## config.mk

```make
export PLATFORM = sky130hd
export DESIGN_NAME = sr_cmd_debouncer
export DESIGN_NICKNAME = d
export VERILOG_FILES = /design/src/rtl/sr_cmd_pkg.sv /design/src/rtl/sr_cmd_debouncer_db_channel.sv /design/src/rtl/sr_cmd_debouncer.sv
export SDC_FILE = /design/constraint.sdc
export NUM_CORES = 1
export LEC_CHECK = 0
export CAP_MARGIN = 20
export CORE_ASPECT_RATIO = 1.4
export CORE_UTILIZATION = 59
export CTS_CLUSTER_DIAMETER = 150
export CTS_CLUSTER_SIZE = 40
export DETAILED_ROUTE_END_ITERATION = 10
export PLACE_DENSITY = 0.91
export SLEW_MARGIN = 20
export SYNTH_ARGS = -nofsm -noshare
export SYNTH_HDL_FRONTEND = slang
export SYNTH_SLANG_ARGS = --single-unit
```

## constraint.sdc

```tcl
create_clock -name clk -period 2.9 [get_ports clk]
set_clock_uncertainty 0.15 [all_clocks]
set_input_delay 0.58 -clock clk [delete_from_list [all_inputs] [get_ports clk]]
set_output_delay 0.58 -clock clk [all_outputs]
set_load 0.01 [all_outputs]
```

## src/rtl/sr_cmd_pkg.sv

```systemverilog
// ----------------------------------------------------------------------------
// sr_cmd_pkg
// Shared constants and command encoding for the sr_cmd_debouncer front end.
//   DEBOUNCE_CYCLES_DEF : stable synchronised cycles needed to accept a level
//   REPEAT_CYCLES_DEF   : auto-repeat period (only with SRDB_AUTOREPEAT_EN)
//   CNT_W_DEF           : width of the debounce and repeat counters
//   cmd_e               : one-hot-free 2-bit encoding of the arbitrated command
// ----------------------------------------------------------------------------
package sr_cmd_pkg;

    localparam int DEBOUNCE_CYCLES_DEF = 4;
    localparam int REPEAT_CYCLES_DEF   = 16;
    localparam int CNT_W_DEF           = 8;

    typedef enum logic [1:0] {
        CMD_NONE     = 2'd0,
        CMD_SET      = 2'd1,
        CMD_RESET    = 2'd2,
        CMD_CONFLICT = 2'd3
    } cmd_e;

endpackage

```

## src/rtl/sr_cmd_debouncer_db_channel.sv

```systemverilog
// ----------------------------------------------------------------------------
// db_channel
// One push-button channel: 2-flop synchroniser, debounce counter, stable
// level and a combinational rise-qualify strobe. With SRDB_AUTOREPEAT_EN
// defined it also carries a repeat counter that strobes o_repeat every
// REPEAT_CYCLES cycles while the level is held (and the other channel is not).
// Ports:
//   i_clk         : system clock, rising edge
//   i_rst_n       : asynchronous active-low reset
//   i_raw         : raw button level, asynchronous to i_clk
//   i_other_level : debounced level of the opposite channel (repeat gating)
//   o_level       : debounced (stable) level
//   o_rise        : high in the cycle whose closing edge sets o_level 0->1
//   o_repeat      : high in the cycle whose closing edge is a repeat instant
// ----------------------------------------------------------------------------
module db_channel
    import sr_cmd_pkg::*;
#(
    parameter int DEBOUNCE_CYCLES = DEBOUNCE_CYCLES_DEF,
    parameter int CNT_W           = CNT_W_DEF,
    parameter int REPEAT_CYCLES   = REPEAT_CYCLES_DEF
) (
    input  logic i_clk,
    input  logic i_rst_n,
    input  logic i_raw,
    input  logic i_other_level,
    output logic o_level,
    output logic o_rise,
    output logic o_repeat
);

    logic             r_sync1;
    logic             r_sync2;
    logic             r_stable;
    logic [CNT_W-1:0] r_cnt;
    logic             w_diff;
    logic             w_hit;
    logic             w_fall;

    // The counter only advances while the synchronised input disagrees with
    // the accepted level; any agreement restarts the qualification window.
    assign w_diff  = r_sync2 ^ r_stable;
    assign w_hit   = w_diff && (r_cnt == CNT_W'(DEBOUNCE_CYCLES - 1));
    assign w_fall  = w_hit & r_stable;
    assign o_rise  = w_hit & ~r_stable;
    assign o_level = r_stable;

    always_ff @(posedge i_clk or negedge i_rst_n) begin
        if (!i_rst_n) begin
            r_sync1  <= 1'b0;
            r_sync2  <= 1'b0;
            r_cnt    <= '0;
            r_stable <= 1'b0;
        end else begin
            r_sync1 <= i_raw;
            r_sync2 <= r_sync1;
            if (!w_diff || w_hit) begin
                r_cnt <= '0;
            end else begin
                r_cnt <= r_cnt + 1'b1;
            end
            if (w_hit) begin
                r_stable <= ~r_stable;
            end
        end
    end

`ifdef SRDB_AUTOREPEAT_EN
    logic [CNT_W-1:0] r_rep;
    logic             w_rep_hit;

    // No repeat on the edge the level is dropping; the counter restarts after
    // every repeat and is parked at zero while the other button is held.
    assign w_rep_hit = r_stable & ~w_fall & ~i_other_level &
                       (r_rep == CNT_W'(REPEAT_CYCLES - 1));

    always_ff @(posedge i_clk or negedge i_rst_n) begin
        if (!i_rst_n) begin
            r_rep <= '0;
        end else if (!r_stable || i_other_level || w_fall || w_rep_hit) begin
            r_rep <= '0;
        end else begin
            r_rep <= r_rep + 1'b1;
        end
    end

    assign o_repeat = w_rep_hit;
`else
    localparam int unused_repeat_cycles = REPEAT_CYCLES;
    logic w_unused_other;

    assign w_unused_other = i_other_level;
    assign o_repeat       = 1'b0;
`endif

endmodule

```

## src/rtl/sr_cmd_debouncer.sv

```systemverilog
// ----------------------------------------------------------------------------
// sr_cmd_debouncer
// Turns two raw push-button levels into clean one-cycle s / r pulses for an
// SR flip-flop. s and r are never high together; a simultaneous press is
// reported on conflict instead. Optional auto-repeat: SRDB_AUTOREPEAT_EN.
// Ports:
//   clk         : system clock, rising edge
//   rst_n       : asynchronous active-low reset
//   set_raw     : raw set request level (asynchronous)
//   reset_raw   : raw reset request level (asynchronous)
//   s, r        : registered one-cycle command pulses
//   conflict    : registered one-cycle strobe, both channels qualified at once
//   set_level   : debounced set level (status)
//   reset_level : debounced reset level (status)
// ----------------------------------------------------------------------------
module sr_cmd_debouncer
    import sr_cmd_pkg::*;
#(
    parameter int DEBOUNCE_CYCLES = DEBOUNCE_CYCLES_DEF,
    parameter int CNT_W           = CNT_W_DEF,
    parameter int REPEAT_CYCLES   = REPEAT_CYCLES_DEF
) (
    input  logic clk,
    input  logic rst_n,
    input  logic set_raw,
    input  logic reset_raw,
    output logic s,
    output logic r,
    output logic conflict,
    output logic set_level,
    output logic reset_level
);

    // Channel 0 is set, channel 1 is reset.
    logic [1:0] w_raw;
    logic [1:0] w_level;
    logic [1:0] w_rise;
    logic [1:0] w_repeat;
    cmd_e       w_cmd;
    logic       r_s;
    logic       r_r;
    logic       r_conflict;

    assign w_raw = {reset_raw, set_raw};

    genvar gi;
    generate
        for (gi = 0; gi < 2; gi++) begin : g_ch
            localparam int OTHER = 1 - gi;
            db_channel #(
                .DEBOUNCE_CYCLES (DEBOUNCE_CYCLES),
                .CNT_W           (CNT_W),
                .REPEAT_CYCLES   (REPEAT_CYCLES)
            ) u_ch (
                .i_clk         (clk),
                .i_rst_n       (rst_n),
                .i_raw         (w_raw[gi]),
                .i_other_level (w_level[OTHER]),
                .o_level       (w_level[gi]),
                .o_rise        (w_rise[gi]),
                .o_repeat      (w_repeat[gi])
            );
        end
    endgenerate

    // A fresh press always wins over a repeat on the other channel, which
    // keeps s and r mutually exclusive even when the two coincide.
    always_comb begin
        w_cmd = CMD_NONE;
        if (w_rise[0] && w_rise[1]) begin
            w_cmd = CMD_CONFLICT;
        end else if (w_rise[0]) begin
            w_cmd = CMD_SET;
        end else if (w_rise[1]) begin
            w_cmd = CMD_RESET;
        end else if (w_repeat[0]) begin
            w_cmd = CMD_SET;
        end else if (w_repeat[1]) begin
            w_cmd = CMD_RESET;
        end
    end

    always_ff @(posedge clk or negedge rst_n) begin
        if (!rst_n) begin
            r_s        <= 1'b0;
            r_r        <= 1'b0;
            r_conflict <= 1'b0;
        end else begin
            r_s        <= (w_cmd == CMD_SET);
            r_r        <= (w_cmd == CMD_RESET);
            r_conflict <= (w_cmd == CMD_CONFLICT);
        end
    end

    assign s           = r_s;
    assign r           = r_r;
    assign conflict    = r_conflict;
    assign set_level   = w_level[0];
    assign reset_level = w_level[1];

endmodule

```

==> metrics.txt <==
status=finished, final reports clean; dpl cells=126; Chip Height=52.8 um; Iter 0 DRT Violations=11; GRT Util Overall=0.226; register area share after synthesis=0.575; CTS Root Cell=clkbuf_4; detailed placement HPWL=1410 um; Setup Buffers After CTS=0; WP data required=2.17 ns; Filler Cell Count=128; Synth Cell Area=1090 um2; hold crit path type=flop to flop; final design utilization=0.699; Syn Area/Cell=11.2 um2; synth warn=0; I/O pins=9; count of pins over their slew limit=0; syn nets=103; Crit path buffers/inverters=1; Worst Setup Start Kind=flop; area grow syn2layout=12.8%; final worst setup slack=0.853 ns; Critical R2R Launch=g_ch[0].u_ch.r_cnt[4]; antenna violations before repair=0; Slew @ Worst Pin=0.489 ns; ys flop type=dfrtp_1; Crit path depth=1; DRT antenna net count=0; H-tree level count=1; post-route minimum period=2.05 ns; Worst R2R Path Depth=3; slowest CP cell=clkdlybuf4s50_1; Cell Rows=18; Pwr Density=659 nW/um2; via count=771; drt drc=0; Mapped Cells=97; Total Die Area=2020 um2; CP Capture Type=output port; first-pass GRT wire length=3100 um; vias in the first global route=791; pre-CTS WS=1.09 ns; final setup TNS=0 ns; met2 Usage GRT=0.427; Final Hold Viols=0; Max Clock Freq=0.489 GHz; Core ar.=1760 um2; nets=117; met3 Resource Use GR=0.0340; CP max FO=5; drt first pass iters=4; GRT Max-Usage Layer=met2; Largest stage delay, worst path=0.56 ns; Lkg Pwr=0.000533 uW; RSZ-0062 raised after global routing=false; R2R Setup Slk=1.06 ns; antenna cells=0; M1 GR Usage=0.213; share of cells above drive strength 1=0.0909; hold_buf cts=0; gpl congestion=0.768; Max-slew headroom=0.670; RR Endpoint=g_ch[0].u_ch.o_level; worst skew pair latency=0.30 ns; maxcap violations=0; clk sinks=25; Worst setup endpoint=set_level; Horiz. Die Dim=38.3 um; Max VDD drop=0.000378 V; clk slew on worst S/H paths=0.12 ns; Async S/R FF share, synth=1.00; port buffer count=8; Final Power=809 uW; Max Buffers Root-to-Sink=2; total wire length=1830 um; Synth cell types=26; Setup Crit Path Kind=flop to output port; routed len/inst=14.1 um; Yosys reg bits=25; Initial Utilization=0.620; Num CTS Buffers=3; largest net degree at the start of global routing=26; Crit path arrival time=1.32 ns; CP Cell Sequence=clkdlybuf4s50_1; Via density=5.93; Tcrit/Tclk final=0.706; Finished Layout Cells=130; CTS-repair resized insts=0; Worst setup startpoint=g_ch[0].u_ch.o_level; Post-synth EDFFs=0; Crit path max-delay family=buffers and inverters; TritonCTS clock tree=done; GRT overflow=0; final setup vio count=0
## state kept, by name, indices dropped and copies added, names as in the netlist
| register | flops |
|---|---|
| r | 1 |
| conflict | 1 |
| s | 1 |
| g_ch.u_ch.r_cnt | 16 |
| g_ch.u_ch.o_level | 2 |
| g_ch.u_ch.r_sync2 | 2 |
| g_ch.u_ch.r_sync1 | 2 |
## layer usage
metal | wire, um | vias to the layer above | share of wire
met2 | 1030 | 21 | 0.57
li1 | - | 365 | -
met1 | 705 | 379 | 0.39
met5 | 0 | - | 0
met3 | 45 | 6 | 0.025
met4 | 43 | 0 | 0.024
## cell families after synthesis
family,synth area share
AO/OA/AOI/OAI,0.0851
adder cells (fa/ha/maj),0.0230
buffers and inverters,0.0103
flip-flops,0.575
AND/OR/NAND/NOR,0.222
XOR/XNOR,0.0644
multiplexers,0.0207
## cell usage after synthesis, types with 2 or more instances
cell | count | area share
a21oi_1 | 7 | 0.032
dfrtp_1 | 25 | 0.57
ha_1 | 2 | 0.023
inv_1 | 3 | 0.010
mux2_2 | 2 | 0.021
nand2_1 | 4 | 0.014
nand2b_1 | 2 | 0.011
nand3_1 | 8 | 0.037
nand4_1 | 2 | 0.011
nor2_1 | 10 | 0.034
o21ai_0 | 6 | 0.028
or3_1 | 6 | 0.034
xnor2_1 | 3 | 0.024
xor2_1 | 5 | 0.040
## metrics by stage
step	area [um2]	hold slack [ns]
2_1_floorplan	1090	0.134
3_3_place_gp	1200	0.183
3_5_place_dp	1200	0.187
4_1_cts	1230	0.216
5_1_grt	1230	0.229
6_report	1230	0.215
## report_power, final
part	internal [uW]	switching (uW)	total (uW)
logic	105	114	220
registers	394	52.8	446
clock network	53.5	89.4	143
## final cells by class
class	count	area [um2]	share of cell area
Timing Repair Buffer	9	87.6	0.0714
Clock buffer	4	26.3	0.0214
Multi-Input combinational cell	69	452	0.368
Tap cell	20	25.0	0.0204
Inverter	3	11.3	0.00917
Sequential cell	25	626	0.510
## worst min path at each step
stage	end	slack (ns)	cells past startpoint	start
CTS	g_ch[0].u_ch.r_sync2	0.22	0	g_ch[0].u_ch.r_sync1
global placement	g_ch[1].u_ch.r_sync2	0.18	0	g_ch[1].u_ch.r_sync1
finish	g_ch[0].u_ch.r_sync2	0.22	0	g_ch[0].u_ch.r_sync1
detailed placement	g_ch[0].u_ch.r_sync2	0.19	0	g_ch[0].u_ch.r_sync1
global route	g_ch[1].u_ch.r_sync2	0.23	0	g_ch[1].u_ch.r_sync1
floorplan	conflict	0.13	0	rst_n
## cell usage in the layout (no fill, tap or decap)
master	instances
nand4b_1	1
or3_1	6
o21bai_1	1
buf_4	1
inv_1	3
clkdlybuf4s50_1	8
nor4b_1	1
nor3_2	1
mux2_2	2
or4_4	1
or2b_1	1
xnor2_1	3
nor3_1	1
nand3_1	8
nand2_1	4
clkbuf_1	1
nand4_1	2
clkbuf_4	3
and2_1	1
and2b_1	1
ha_1	2
dfrtp_1	25
o21ai_0	6
nand2b_1	2
a21oi_1	7
nor4_4	1
nor2_1	10
o31ai_2	1
a21o_1	1
xor2_1	5
Power figures use the tool's default switching activity.
